[config.mk]
export PLATFORM = sky130hd
export DESIGN_NAME = wave_recorder_flat
export DESIGN_NICKNAME = d
export VERILOG_FILES = /design/src/rtl/wave_recorder_if.sv /design/src/rtl/wave_recorder.sv /design/src/flat_wrapper.sv
export SDC_FILE = /design/constraint.sdc
export NUM_CORES = 1
export LEC_CHECK = 0
export ABC_AREA = 1
export CAP_MARGIN = 20
export CORE_MARGIN = 4
export CORE_UTILIZATION = 65
export CTS_BUF_LIST = sky130_fd_sc_hd__clkbuf_4
export DETAILED_ROUTE_END_ITERATION = 12
export DONT_BUFFER_PORTS = 1
export GPL_ROUTABILITY_DRIVEN = 0
export GPL_TIMING_DRIVEN = 0
export MAX_ROUTING_LAYER = met4
export PLACE_DENSITY = 0.81
export SETUP_SLACK_MARGIN = 0.5
export SYNTH_ARGS = -nofsm -noshare
export SYNTH_HDL_FRONTEND = slang
export SYNTH_SLANG_ARGS = --single-unit
[constraint.sdc]
create_clock -name clock -period 2.7 [get_ports clock]
set_clock_uncertainty 0.2 [all_clocks]
set_input_delay 0.675 -clock clock [delete_from_list [all_inputs] [get_ports clock]]
set_output_delay 0.675 -clock clock [all_outputs]
set_load 0.01 [all_outputs]
[src/rtl/wave_recorder_if.sv]
// Sample-in / RAM-write / status bundle between the audio path and wave_recorder.
interface wave_recorder_if #(
  parameter int unsigned ADDR_W   = 15,
  parameter int unsigned SAMPLE_W = 16
);
  logic                start;
  logic                stop;
  logic                sample_valid;
  logic [SAMPLE_W-1:0] sample_in;
  logic                wr_en;
  logic [ADDR_W-1:0]   wr_address;
  logic [SAMPLE_W-1:0] wr_data;
  logic [ADDR_W-1:0]   depth;
  logic                recording;
  logic                full;
  logic                done;

  modport slave (
    input  start, stop, sample_valid, sample_in,
    output wr_en, wr_address, wr_data, depth, recording, full, done
  );

  modport master (
    output start, stop, sample_valid, sample_in,
    input  wr_en, wr_address, wr_data, depth, recording, full, done
  );
endinterface

[src/rtl/wave_recorder.sv]
// Records a sample stream into the sample RAM and publishes the take depth.
// Optional magnitude trigger on the first sample: macro WAVE_RECORDER_TRIGGER_EN.
module wave_recorder #(
  parameter int unsigned ADDR_W    = 15,
  parameter int unsigned SAMPLE_W  = 16,
  parameter int unsigned THRESHOLD = 1024
) (
  input  logic            clock,
  input  logic            reset,
  wave_recorder_if.slave  bus
);

  localparam int unsigned CNT_W = ADDR_W + 1;
  localparam logic [CNT_W-1:0]    CNT_LAST = {1'b0, {ADDR_W{1'b1}}};
  localparam logic [SAMPLE_W-1:0] THR      = SAMPLE_W'(THRESHOLD);

  typedef enum logic [1:0] {IDLE, ARMED, RECORD, FINISH} state_t;

  state_t              state_q, state_d;
  logic [CNT_W-1:0]    cnt_q, cnt_d, cnt_m1_c;
  logic [ADDR_W-1:0]   depth_q, depth_d;
  logic [ADDR_W-1:0]   wr_addr_q, wr_addr_d;
  logic [SAMPLE_W-1:0] wr_data_q, wr_data_d;
  logic                wr_en_q, wr_en_d;
  logic                full_q, full_d;
  logic                done_q, done_d;
  logic                rec_q, rec_d;
  logic                qualify_c;

`ifdef WAVE_RECORDER_TRIGGER_EN
  logic [SAMPLE_W-1:0] mag_c;

  // |sample| with the most negative code saturated to the largest positive value
  always_comb begin
    if (bus.sample_in == {1'b1, {(SAMPLE_W-1){1'b0}}})
      mag_c = {1'b0, {(SAMPLE_W-1){1'b1}}};
    else if (bus.sample_in[SAMPLE_W-1])
      mag_c = ~bus.sample_in + SAMPLE_W'(1);
    else
      mag_c = bus.sample_in;
    qualify_c = (mag_c >= THR);
  end
`else
  logic unused_threshold;
  assign unused_threshold = ^THR;
  assign qualify_c        = 1'b1;
`endif

  assign cnt_m1_c = cnt_q - CNT_W'(1);

  // State register
  always_ff @(posedge clock or negedge reset) begin
    if (!reset) state_q <= IDLE;
    else        state_q <= state_d;
  end

  // Next-state logic
  always_comb begin
    state_d = state_q;
    case (state_q)
      IDLE:   if (bus.start) state_d = ARMED;
      ARMED: begin
        if (bus.sample_valid && qualify_c) state_d = bus.stop ? FINISH : RECORD;
        else if (bus.stop)                 state_d = IDLE;
      end
      RECORD: if ((bus.sample_valid && cnt_q == CNT_LAST) || bus.stop) state_d = FINISH;
      FINISH: state_d = IDLE;
      default: state_d = IDLE;
    endcase
  end

  // Datapath and output next values
  always_comb begin
    cnt_d     = cnt_q;
    depth_d   = depth_q;
    full_d    = full_q;
    wr_en_d   = 1'b0;
    wr_addr_d = wr_addr_q;
    wr_data_d = wr_data_q;
    case (state_q)
      IDLE: begin
        if (bus.start) begin
          cnt_d  = '0;
          full_d = 1'b0;
        end
      end
      ARMED: begin
        if (bus.sample_valid && qualify_c) begin
          wr_en_d   = 1'b1;
          wr_addr_d = '0;
          wr_data_d = bus.sample_in;
          cnt_d     = CNT_W'(1);
        end
      end
      RECORD: begin
        if (bus.sample_valid) begin
          wr_en_d   = 1'b1;
          wr_addr_d = cnt_q[ADDR_W-1:0];
          wr_data_d = bus.sample_in;
          cnt_d     = cnt_q + CNT_W'(1);
          if (cnt_q == CNT_LAST) full_d = 1'b1;
        end
      end
      FINISH:  depth_d = cnt_m1_c[ADDR_W-1:0];
      default: ;
    endcase
    done_d = (state_d == FINISH);
    rec_d  = (state_d == ARMED) || (state_d == RECORD);
  end

  // Output and datapath registers
  always_ff @(posedge clock or negedge reset) begin
    if (!reset) begin
      cnt_q     <= '0;
      depth_q   <= '0;
      full_q    <= 1'b0;
      wr_en_q   <= 1'b0;
      wr_addr_q <= '0;
      wr_data_q <= '0;
      done_q    <= 1'b0;
      rec_q     <= 1'b0;
    end else begin
      cnt_q     <= cnt_d;
      depth_q   <= depth_d;
      full_q    <= full_d;
      wr_en_q   <= wr_en_d;
      wr_addr_q <= wr_addr_d;
      wr_data_q <= wr_data_d;
      done_q    <= done_d;
      rec_q     <= rec_d;
    end
  end

  assign bus.wr_en      = wr_en_q;
  assign bus.wr_address = wr_addr_q;
  assign bus.wr_data    = wr_data_q;
  assign bus.depth      = depth_q;
  assign bus.recording  = rec_q;
  assign bus.full       = full_q;
  assign bus.done       = done_q;

endmodule

[src/flat_wrapper.sv]
// flat-port wrapper written by rule: the top's interface ports become plain ports
module wave_recorder_flat 
#(
  parameter int unsigned ADDR_W    = 15,
  parameter int unsigned SAMPLE_W  = 16,
  parameter int unsigned THRESHOLD = 1024
)
  (clock, reset, bus_start, bus_stop, bus_sample_valid, bus_sample_in, bus_wr_en, bus_wr_address, bus_wr_data, bus_depth, bus_recording, bus_full, bus_done);
  wave_recorder_if #(.ADDR_W(ADDR_W), .SAMPLE_W(SAMPLE_W)) bus_i ();
  input  logic clock;
  input  logic reset;
  input wire logic [$bits(bus_i.start)-1:0] bus_start;
  input wire logic [$bits(bus_i.stop)-1:0] bus_stop;
  input wire logic [$bits(bus_i.sample_valid)-1:0] bus_sample_valid;
  input wire logic [$bits(bus_i.sample_in)-1:0] bus_sample_in;
  output wire logic [$bits(bus_i.wr_en)-1:0] bus_wr_en;
  output wire logic [$bits(bus_i.wr_address)-1:0] bus_wr_address;
  output wire logic [$bits(bus_i.wr_data)-1:0] bus_wr_data;
  output wire logic [$bits(bus_i.depth)-1:0] bus_depth;
  output wire logic [$bits(bus_i.recording)-1:0] bus_recording;
  output wire logic [$bits(bus_i.full)-1:0] bus_full;
  output wire logic [$bits(bus_i.done)-1:0] bus_done;
  assign bus_i.start = bus_start;
  assign bus_i.stop = bus_stop;
  assign bus_i.sample_valid = bus_sample_valid;
  assign bus_i.sample_in = bus_sample_in;
  assign bus_wr_en = bus_i.wr_en;
  assign bus_wr_address = bus_i.wr_address;
  assign bus_wr_data = bus_i.wr_data;
  assign bus_depth = bus_i.depth;
  assign bus_recording = bus_i.recording;
  assign bus_full = bus_i.full;
  assign bus_done = bus_i.done;
  wave_recorder #(.ADDR_W(ADDR_W), .SAMPLE_W(SAMPLE_W), .THRESHOLD(THRESHOLD)) u_core (.clock(clock), .reset(reset), .bus(bus_i));
endmodule
## Yosys cells after proc, flatten, opt, wreduce, memory -nomap -nowiden

Cells that the tools add are included.

| storage, ports and cells | value |
|---|---|
| register bits after elaboration | 68 |
| bits in latches | 0 |
| bits in writable memories | 0 |
| memory bits (read-only) | 0 |
| bits of input ports | 21 |
| output and inout bits | 50 |
| word-level logic and storage cells | 53 |
| memories kept | 0 |

| cells by class | value |
|---|---|
| add/sub/neg operators | 2 |
| $mul | 0 |
| divide/modulo/power cells | 0 |
| $lt $le $gt $ge | 0 |
| equal/unequal tests | 11 |
| shift operators | 0 |
| muxes and demuxes | 19 |
| bitwise operators | 0 |
| reduce and logical (&&, ||, !) cells | 12 |

Operators by type and width:

| operator | count |
|---|---|
| two-way mux 16 bit | 3 |
| one-hot mux 16 bit (3 select lines) | 1 |
| two-way mux 15 bit | 2 |
| one-hot mux 15 bit (2 select lines) | 1 |
| adder 16 x 1 -> 16 bit (second input constant) | 1 |
| equality test 16 x 15 -> 1 bit (second input constant) | 1 |
| subtractor 15 x 1 -> 15 bit (second input constant) | 1 |
| equality test 2 bit (second input constant) | 4 |
| two-way mux 2 bit | 4 |
| one-hot mux 2 bit (4 select lines) | 1 |
| AND reduction 4 bit | 2 |
| two-way mux 1 bit | 6 |
| != test 2 bit (second input constant) | 3 |
| equality test 2 x 1 -> 1 bit (second input constant) | 2 |
| nonzero test 2 bit | 2 |
| AND reduction 3 bit | 1 |
| nonzero test 3 bit | 1 |
| zero test 2 bit | 1 |
| logical OR 1 bit | 2 |
| != test 2 x 1 -> 1 bit (second input constant) | 1 |
| one-hot mux 1 bit (2 select lines) | 1 |
| AND reduction 2 bit | 1 |
| OR reduction 2 bit | 1 |
| logical AND 1 bit | 1 |

## Depth between registers and ports, before layout

Gate-level depths: netlist (run 1).

| depth | value |
|---|---|
| depth after elaboration | 7 |
| mapped depth | 10 |
| gate-level depth less buffers | 10 |

## Worst setup path before layout (run 1)

OpenSTA, ideal clock, no wires.

| timing | value |
|---|---|
| path kind | reg-to-reg |
| start point | register u_core.state_q[1] |
| end point | register u_core.rec_q, in the netlist u_core.bus.recording |
| library setup time | 0.126 ns |
| arrival time | 1.520 ns |
| data required time | 2.374 ns |
| setup slack | 0.854 ns |
| stages on the path, launching flop included | 10 |
| buffers on the path | 0 |
| period minus slack after synthesis | 1.846 ns |
| cell sequence | dfrtp_1 inv_1 ha_1 nand2_1 a21oi_1 o21ai_0 nand3_1 nand2_1 inv_1 ha_1 |

| on the way | value |
|---|---|
| elaborated cells between the ends (all ways) | 12 |
| classes of those cells | 5 x eq/ne; 5 x mux; 2 x reduce/logical |

RTL lines:

| item | RTL line | text |
|---|---|---|
| from (decl) | wave_recorder.sv:19 | `state_t state_q, state_d;` |
| from (signal assigned) | wave_recorder.sv:54 | `else state_q <= state_d;` |
| equality test 2 bit (tied with other cells) | wave_recorder.sv:60 | `case (state_q)` |
| one-hot mux 2 bit (4 select lines) * | wave_recorder.sv:60 |  |
| via u_core.state_d[0] | wave_recorder.sv:19 |  |
| equality test 2 x 1 -> 1 bit or equality test 2 bit (tied branches) | wave_recorder.sv:108 | `rec_d = (state_d == ARMED) \|\| (state_d == RECORD);` |
| logical OR 1 bit * | wave_recorder.sv:108 |  |
| via u_core.rec_d | wave_recorder.sv:27 | `logic rec_q, rec_d;` |
| to (signal assigned) | wave_recorder.sv:130 | `rec_q <= rec_d;` |
| to (decl) | wave_recorder.sv:27 |  |

Mark *: on every way through the listed nets, which the timed path passes. The rest lies on a longest branch.
A chain may end at the register's enable or synchronous reset.

## Worst setup path in the final report (run 1)

Same ends and word-level chain as after synthesis.

==> results.md, run 1 <==
- Critical path cell sequence: inv_1, ha_1, nand2_4, a21oi_1, o21ai_0, nand3_1, nand2_1, inv_1, ha_1
- Hold crit path type: in2async
- Filler Cells Inserted: about 370
- FF-to-FF setup slack: between 600 and 700 ps
- Ys flop type: dfrtp_1
- Fmax: approximately 480 MHz
- Gr usage total: 27.9%
- Vias in the first global route: around 2,900
- Net count, final: approximately 470
- Startpoint types: flip-flop
- Placed inst area: 3410 um^2
- First-pass GRT wire length: ~13 mm
- Final Setup Violations: 0
- IO Count: 71
- Antenna violations before repair: 0
- DRT iter0 DRCs: between 200 and 300
- Post-synthesis mux area share: 0%
- Psw: ~1.6 mW
- Final hold viol count: 68
- Design Power: 3.78 mW
- Largest net degree at the start of global routing: 69
- Row count: 25
- # DRC: 0
- Post-synthesis async set-or-reset flop share: 100%
- Setup TNS: 0 ps
- Seq pwr share: a little over two fifths
- Fin crit period: about 2100 ps
- Internal power: 2.19 mW
- Final period util: 76.4%
- PnR worst setup slack: between 600 and 700 ps
- WL final: around 7.7 mm
- Synth top area share: around half
- Post-Synth Adder-Cell Area: under 10%
- Clock Tree Buf Depth: 2
- Slew HR: around 69%
- Cts bufs inserted: 9
- Synth cell count leaders: nand2_1, dfrtp_1, nor2_1, nand3_1, inv_1
- Post-synth EDFFs: 0
- Clock Tree Root: clkbuf_4
- Clock latency on the worst-skew pair: approximately 420 ps
- Sequential cell area fraction in the yosys report: a little over 50%
- Top post-synthesis cells by area: dfrtp_1, nand2_1, nand3_1, nor2_1, inv_1
- Post-synthesis instance total: 434
- Post-Synth XOR/XNOR Area: 0.527%
- Crit-path leading delay family: adder cells
- Post-Layout Inst Area: between 3000 and 4000 um^2
- Switching Fraction: a little over two fifths
- Die Ht: around 80 um
- DR WL/cell: between 10 and 15 um
- Buf/Inv on CP: 2
- DR vias/cell: between 5 and 6
- Starting Density: between 60% and 70%
- Yosys reg bits: 68
- Port-buffer cells: 0
- Post-Syn Area: 3320 um^2
- Final Non-Filler Cells: roughly 520
- Total of warnings raised by yosys: 0
- Vias: around 2,900
- Compound-Gate Fraction of Synth Area: 7.72%
- Post-Synth Simple-Gate Area: between 30% and 40%
- Layout cells sized above 1: roughly 7.3%
- Drt pass-1 iters: 5
- Max rail drop VDD: between 700 and 800 uV
- Worst slew pin tran: 462 ps
- Crit-path slowest cell: dfrtp_2
- WS Path Type: reg2reg
- Core Footprint: 4850 um^2
- Area of the die: between 6000 and 7000 um^2
- Crit-path max cell delay: roughly 440 ps
- CP max FO: 8
- TritonCTS clock tree: done
- Syn Area/Cell: between 7 and 8 um^2
- Post-detail-place hpwl: ~5.5 mm
- Post-route antenna net violation count: 0
- Power share of the combinational group: between 30% and 40%
- Most common cell in the netlist: nand2_1
- Hold_ws: -264 ps
- Max cap viols: 0
- Pins Over Slew Limit: 0
- Leading area contributor after synthesis: dfrtp_1
- # clock sinks: slightly below 70
- Critical Path RT: 2820 ps
- Clk pwr share: between 20% and 30%
- Crit path DAT: between 2000 and 2500 ps
- ANT cells: 0
- Final core occ: between 70% and 80%
- Syn Nets: 463
- Placed cell count: 501
- Failing checks: hold timing
- Status: finished, violations left
- H-tree depth: 3
- LEAKAGE: between 1.5 and 2 nW
- Area grow syn2layout: 8.62%
- Pwr Density: ~1000 nW/um^2
- Crit. End Element: flip-flop
- Yosys cell types: 25
- RSZ-0062 raised after global routing: no
- Largest family of logic cells by synthesized area: simple AND/OR/NAND/NOR gates
- Setup bufs post-CTS: 0
- Pre-CTS setup slack: 570 ps
- CTS clock-pin slew for the worst setup and hold paths: roughly 120 ps
- Die width: ~80 um
- Grt ovf: 0
[layer usage]
layer / global-route usage (%) / vias up / wire length [um] / share of wire [%]
met5: - / - / 0 / 0
met4: 14.3 / 0 / 263 / 3.4
met3: 5.53 / 33 / 602 / 7.8
met2: 44.3 / 151 / 3720 / 48
met1: 33.9 / 1344 / 3110 / 40
li1: - / 1402 / - / -
[flip-flops by register name (all words and copies together) (netlist names), 2 cells and up]
signal and flops:
u_core.bus.depth 15, u_core.state_q 2, u_core.cnt_q 16, u_core.bus.wr_address 15
u_core.bus.wr_data 16
[worst register-to-register path: stages (launching register included)]
cell	delay, ps
dfrtp_2	440
inv_1	90
ha_1	290
nand2_4	140
a21oi_1	70
o21ai_0	200
nand3_1	130
nand2_1	80
inv_1	50
ha_1	280
[path summary, 6_finish.rpt]
kind,start,endpoint,cells past startpoint
min in group clock,bus_sample_in[15],u_core.bus.wr_data[15]$_DFFE_PN0P_,2
worst min-delay path,reset,u_core.state_q[1]$_DFF_PN0_,0
worst min register to register,u_core.bus.full$_DFFE_PN0P_,u_core.bus.full$_DFFE_PN0P_,2
worst max-delay path,u_core.state_q[1]$_DFF_PN0_,u_core.bus.recording$_DFF_PN0_,9
max in group asynchronous,reset,u_core.bus.wr_data[1]$_DFFE_PN0P_,0
worst max register to register,u_core.state_q[1]$_DFF_PN0_,u_core.bus.recording$_DFF_PN0_,9
[power groups by stage]
stage,clock (mW),sequential (mW),combinational (mW)
6_report,0.865,1.65,1.27
3_3_place_gp,0,1.66,1.18
4_1_cts,0.874,1.65,1.25
2_1_floorplan,0,1.60,0.961
5_1_grt,0.920,1.68,1.49
3_5_place_dp,0,1.66,1.24
[cell families after synthesis]
family | Yosys count
AO/OA/AOI/OAI | 49
XOR/XNOR | 2
flip-flops | 68
AND/OR/NAND/NOR | 249
adder cells (fa/ha/maj) | 8
buffers and inverters | 58
[cell usage in the layout, fill, tap and decap left out, drive strengths merged]
cell type and instances:
nor2 51, nand2 146, dfrtp 68, nand4 4, nor3 1, a21oi 17, xor2 2, o21ai 26
inv 47, buf 5, o211ai 1, ha 8, bufinv 3, nand3 44, or2 1, clkinvlp 2
a41oi 1, a31oi 4, clkbuf 17, nand3b 1, and2 1
[timing repair]
action / CTS / global route
endpoints found under the setup margin: 1 / 15
gates resized for setup: 1 / 6
endpoints found under the hold margin: 68 / 68
[layout make-up]
| class | instances | area [um^2] | share of cell area (%) |
|---|---|---|---|
| Sequential cell | 68 | 1700 | 47.2 |
| Multi-Input combinational cell | 308 | 1410 | 38.9 |
| Inverter | 45 | 169 | 4.68 |
| Clock inverter | 7 | 123 | 3.40 |
| Tap cell | 67 | 83.8 | 2.32 |
| Clock buffer | 9 | 67.6 | 1.87 |
| Buffer | 13 | 58.8 | 1.63 |
(Power assumes the default switching activity.)
==> run 2: changes to the inputs <==
==> constraint.sdc (replaced) <==
create_clock -name clock -period 1.9 [get_ports clock]
set_clock_uncertainty 0.2 [all_clocks]
set_input_delay 0.475 -clock clock [delete_from_list [all_inputs] [get_ports clock]]
set_output_delay 0.475 -clock clock [all_outputs]
set_load 0.01 [all_outputs]
==> run 2 against run 1 <==
  * The run now fails in 5_1_grt
  * Area after synthesis stayed put
  * Synthesized cell count unchanged
==> results.md, run 2 <==
- Pre-CTS setup slack: -11.8 ps
- Most common cell in the netlist: nand2_1
- Cts bufs inserted: 9
- Starting Density: roughly 69%
- Worst endpoint type: register data pin
- Post-synthesis instance total: between 400 and 500
- Post-synth EDFFs: 0
- Yosys reg bits: 68
- Ys flop type: dfrtp_1
- Largest net degree at the start of global routing: approximately 70
- # clock sinks: between 60 and 70
- Leading area contributor after synthesis: dfrtp_1
- IO Count: 71
- Status: did not finish
- Total of warnings raised by yosys: 0
- Sequential cell area fraction in the yosys report: a little over 50%
- Failed at: 5_1_grt
- Clock Tree Root: clkbuf_4
- Syn Nets: 463
- Clock Tree Buf Depth: 2
- Stop err: [ERROR DPL-0038] Utilization greater than 100%, impossible to legalize
- Post-synthesis async set-or-reset flop share: 100%
- Synth cell count leaders: nand2_1, dfrtp_1, nor2_1, nand3_1, inv_1
- Grt repair worst endpoint: u_core.cnt_q[6]$_DFFE_PN0P_/D
- Synth top area share: between 50 and 60%
- Port-buffer cells: 0
- Die Ht: between 70 and 80 um
- Placed inst area: ~3600 um^2
- Post-detail-place hpwl: between 5 and 6 mm
- Yosys cell types: 25
- Top post-synthesis cells by area: dfrtp_1, nand2_1, nand3_1, nor2_1, inv_1
- Row count: 25
- H-tree depth: 3
- Post-Syn Area: ~3300 um^2
- Die width: ~80 um
- Syn Area/Cell: 7.66 um^2
run 2: cell counts after synthesis:
Identical to the previous run, type by type.
run 2: through the flow:
stage,hold slack (ps),std cells
CTS,-477,561
detailed placement,-18.8,501
floorplan,-20.6,434
global placement,-19.2,501
run 2: repair_timing:
action | 4_1_cts
pin swaps | 33
gates resized for setup | 95
hold buffers | 16
gates cloned | 6
endpoints found under the hold margin | 84
setup endpoints to repair | 118
setup buffers | 22
run 2: kinds of logic after synthesis:
kind of cell             Yosys count  share of synthesized area [%]
adder cells (fa/ha/maj)            8                           3.01
flip-flops                        68                           51.2
AO/OA/AOI/OAI                     49                           7.72
XOR/XNOR                           2                          0.527
buffers and inverters             58                           6.81
AND/OR/NAND/NOR                  249                           30.7
==> run 3: changes to the inputs <==
--- a/config.mk
+++ b/config.mk
@@ -8,15 +8,12 @@
 export ABC_AREA = 1
 export CAP_MARGIN = 20
 export CORE_MARGIN = 4
-export CORE_UTILIZATION = 65
-export CTS_BUF_LIST = sky130_fd_sc_hd__clkbuf_4
+export CORE_UTILIZATION = 40
 export DETAILED_ROUTE_END_ITERATION = 12
 export DONT_BUFFER_PORTS = 1
 export GPL_ROUTABILITY_DRIVEN = 0
 export GPL_TIMING_DRIVEN = 0
-export MAX_ROUTING_LAYER = met4
-export PLACE_DENSITY = 0.81
-export SETUP_SLACK_MARGIN = 0.5
+export PLACE_DENSITY_LB_ADDON = 0.15
 export SYNTH_ARGS = -nofsm -noshare
 export SYNTH_HDL_FRONTEND = slang
 export SYNTH_SLANG_ARGS = --single-unit
==> run 3 against run 2 <==
  * The flow now finishes, with violations (hold timing)
==> results.md, run 3 (synthesized netlist as in run 1, its figures left out) <==
- Status: finished, violations left
- Failing checks: hold timing
- WP depth: 9
- Layout cells sized above 1: a little over an eighth
- Fin crit period: 1870 ps
- Critical path cell sequence: inv_2, ha_4, nand2_4, a21oi_1, o21ai_1, nand3_1, nand2_1, inv_1, ha_1
- Filler Cells Inserted: about 760
- Hold crit path type: in2async
- Row count: 32
- Startpoint types: flip-flop
- Final Setup Violations: 0
- RSZ-0062 raised after global routing: yes
- Hold_ws: -393 ps
- IO Count: between 70 and 80
- Die width: 99.2 um
- CP max FO: 8
- Max cap viols: 0
- Starting Density: roughly 42%
- Most common cell after layout, fill and taps aside: nand2_1
- Buf/Inv on CP: 2
- Gr usage total: around 18%
- DR WL/cell: 15.4 um
- WL final: roughly 8.6 mm
- Drt pass-1 iters: 4
- Vias in the first global route: between 2,000 and 3,000
- # clock sinks: between 60 and 70
- Crit. End Element: flip-flop
- Crit-path max cell delay: about 440 ps
- Cts bufs inserted: 9
- Clock Tree Buf Depth: 2
- Area of the die: between 9000 and 10,000 um^2
- Crit-path slowest cell: dfrtp_1
- H-tree depth: 3
- Area grow syn2layout: 14.6%
- WS Path Type: reg2reg
- Crit path DAT: between 1500 and 2000 ps
- First-pass GRT wire length: between 10 and 15 mm
- Pwr Density: 1480 nW/um^2
- Worst r2r dst: u_core.bus.recording$_DFF_PN0_
- CTS clock-pin slew for the worst setup and hold paths: roughly 80 ps
- Grt ovf: 0
- Worst slew pin tran: slightly below 400 ps
- Clock latency on the worst-skew pair: 350 ps
- # DRC: 0
- LEAKAGE: 1.92 nW
- Crit-path leading delay family: adder cells
- ANT cells: 0
- Final period util: a little over nine tenths
- Final hold viol count: slightly below 70
- DRT iter0 DRCs: about 120
- TritonCTS clock tree: done
- Core Footprint: 7890 um^2
- Worst reg-to-reg path cell count: 9
- Pins Over Slew Limit: 0
- Slew HR: roughly 74%
- Port-buffer cells: 0
- Largest net degree at the start of global routing: between 60 and 70
- Most frequent cells in the layout: nand2_1, dfrtp_1, nor2_1, nand3_1, inv_1
- DR vias/cell: 5.11
- Clock Tree Root: clkbuf_8
- Final core occ: 48.3%
- Max rail drop VDD: approximately 700 uV
- Post-detail-place hpwl: 5.99 mm
- Die Ht: about 100 um
- Net count, final: between 400 and 500
- Setup TNS: 0 ps
- Fmax: roughly 530 MHz
- Post-route antenna net violation count: 0
- FF-to-FF Start: u_core.state_q[1]$_DFF_PN0_
- Critical Path RT: approximately 1900 ps
- Antenna violations before repair: 0
- FF-to-FF setup slack: 30 ps
- Vias: around 2,800
run 3: power by group:
part           switching (mW)  total (mW)  leakage [nW]  internal (mW)
sequential              0.491        2.36         0.860           1.87
clock                   0.576        1.18        0.0955          0.600
combinational            1.32        2.12         0.968          0.797
run 3: how the worst max path moves through the flow:
stage,from,slack (ps),end
final,u_core.state_q[1]$_DFF_PN0_,30,u_core.bus.recording$_DFF_PN0_
after floorplan,u_core.state_q[1]$_DFF_PN0_,50,u_core.bus.recording$_DFF_PN0_
after detailed placement,u_core.state_q[1]$_DFF_PN0_,-200,u_core.bus.recording$_DFF_PN0_
after global routing,u_core.state_q[1]$_DFF_PN0_,-100,u_core.bus.recording$_DFF_PN0_
after global placement,u_core.state_q[1]$_DFF_PN0_,-170,u_core.bus.recording$_DFF_PN0_
after CTS,u_core.state_q[1]$_DFF_PN0_,-50,u_core.bus.recording$_DFF_PN0_
run 3: through the flow:
stage,instances,worst slack (ps),cell area (um^2),total power [mW],hold WS [ps]
final,556,30.0,3810,5.65,-393
after global routing,556,-95.5,3810,6.15,-417
after CTS,551,-48.6,3680,5.43,-403
after detailed placement,536,-205,3450,4.14,-18.7
after global placement,536,-171,3450,4.11,-18.7
after floorplan,434,53.9,3320,3.64,-20.6
run 3: routing by layer:
metal / GRT usage (%) / up-vias / routed length [um]
li1: - / 1409 / -
met1: 23.3 / 1333 / 3820
met2: 28.5 / 87 / 4070
met3: 5.61 / 13 / 528
met4: 6.62 / 0 / 140
met5: 0 / - / 0
run 3: area by class of cell:
cell class | count | area [um^2] | area share [%]
multi-input cells | 308 | 1500 | 39.3
plain buffers | 12 | 67.6 | 1.77
repair buffers | 6 | 48.8 | 1.28
well taps | 102 | 128 | 3.35
inverters | 45 | 173 | 4.53
clock buffers | 9 | 124 | 3.25
flip-flops and latches | 68 | 1710 | 44.8
clock inverters | 6 | 65.1 | 1.71
run 3: timing repair:
item,4_1_cts,5_1_grt
buffers inserted,1,4
endpoints found under the hold margin,68,68
setup endpoints to repair,43,49
pin swaps,0,3
resized for setup,13,33
gates cloned,0,1
run 3: worst register-to-register path: cells and delay by family (launching register included):
kind	cells	cell delay, ps
flip-flops	1	440
buffers and inverters	2	150
AO/OA/AOI/OAI	2	230
AND/OR/NAND/NOR	3	260
adder cells (fa/ha/maj)	2	470
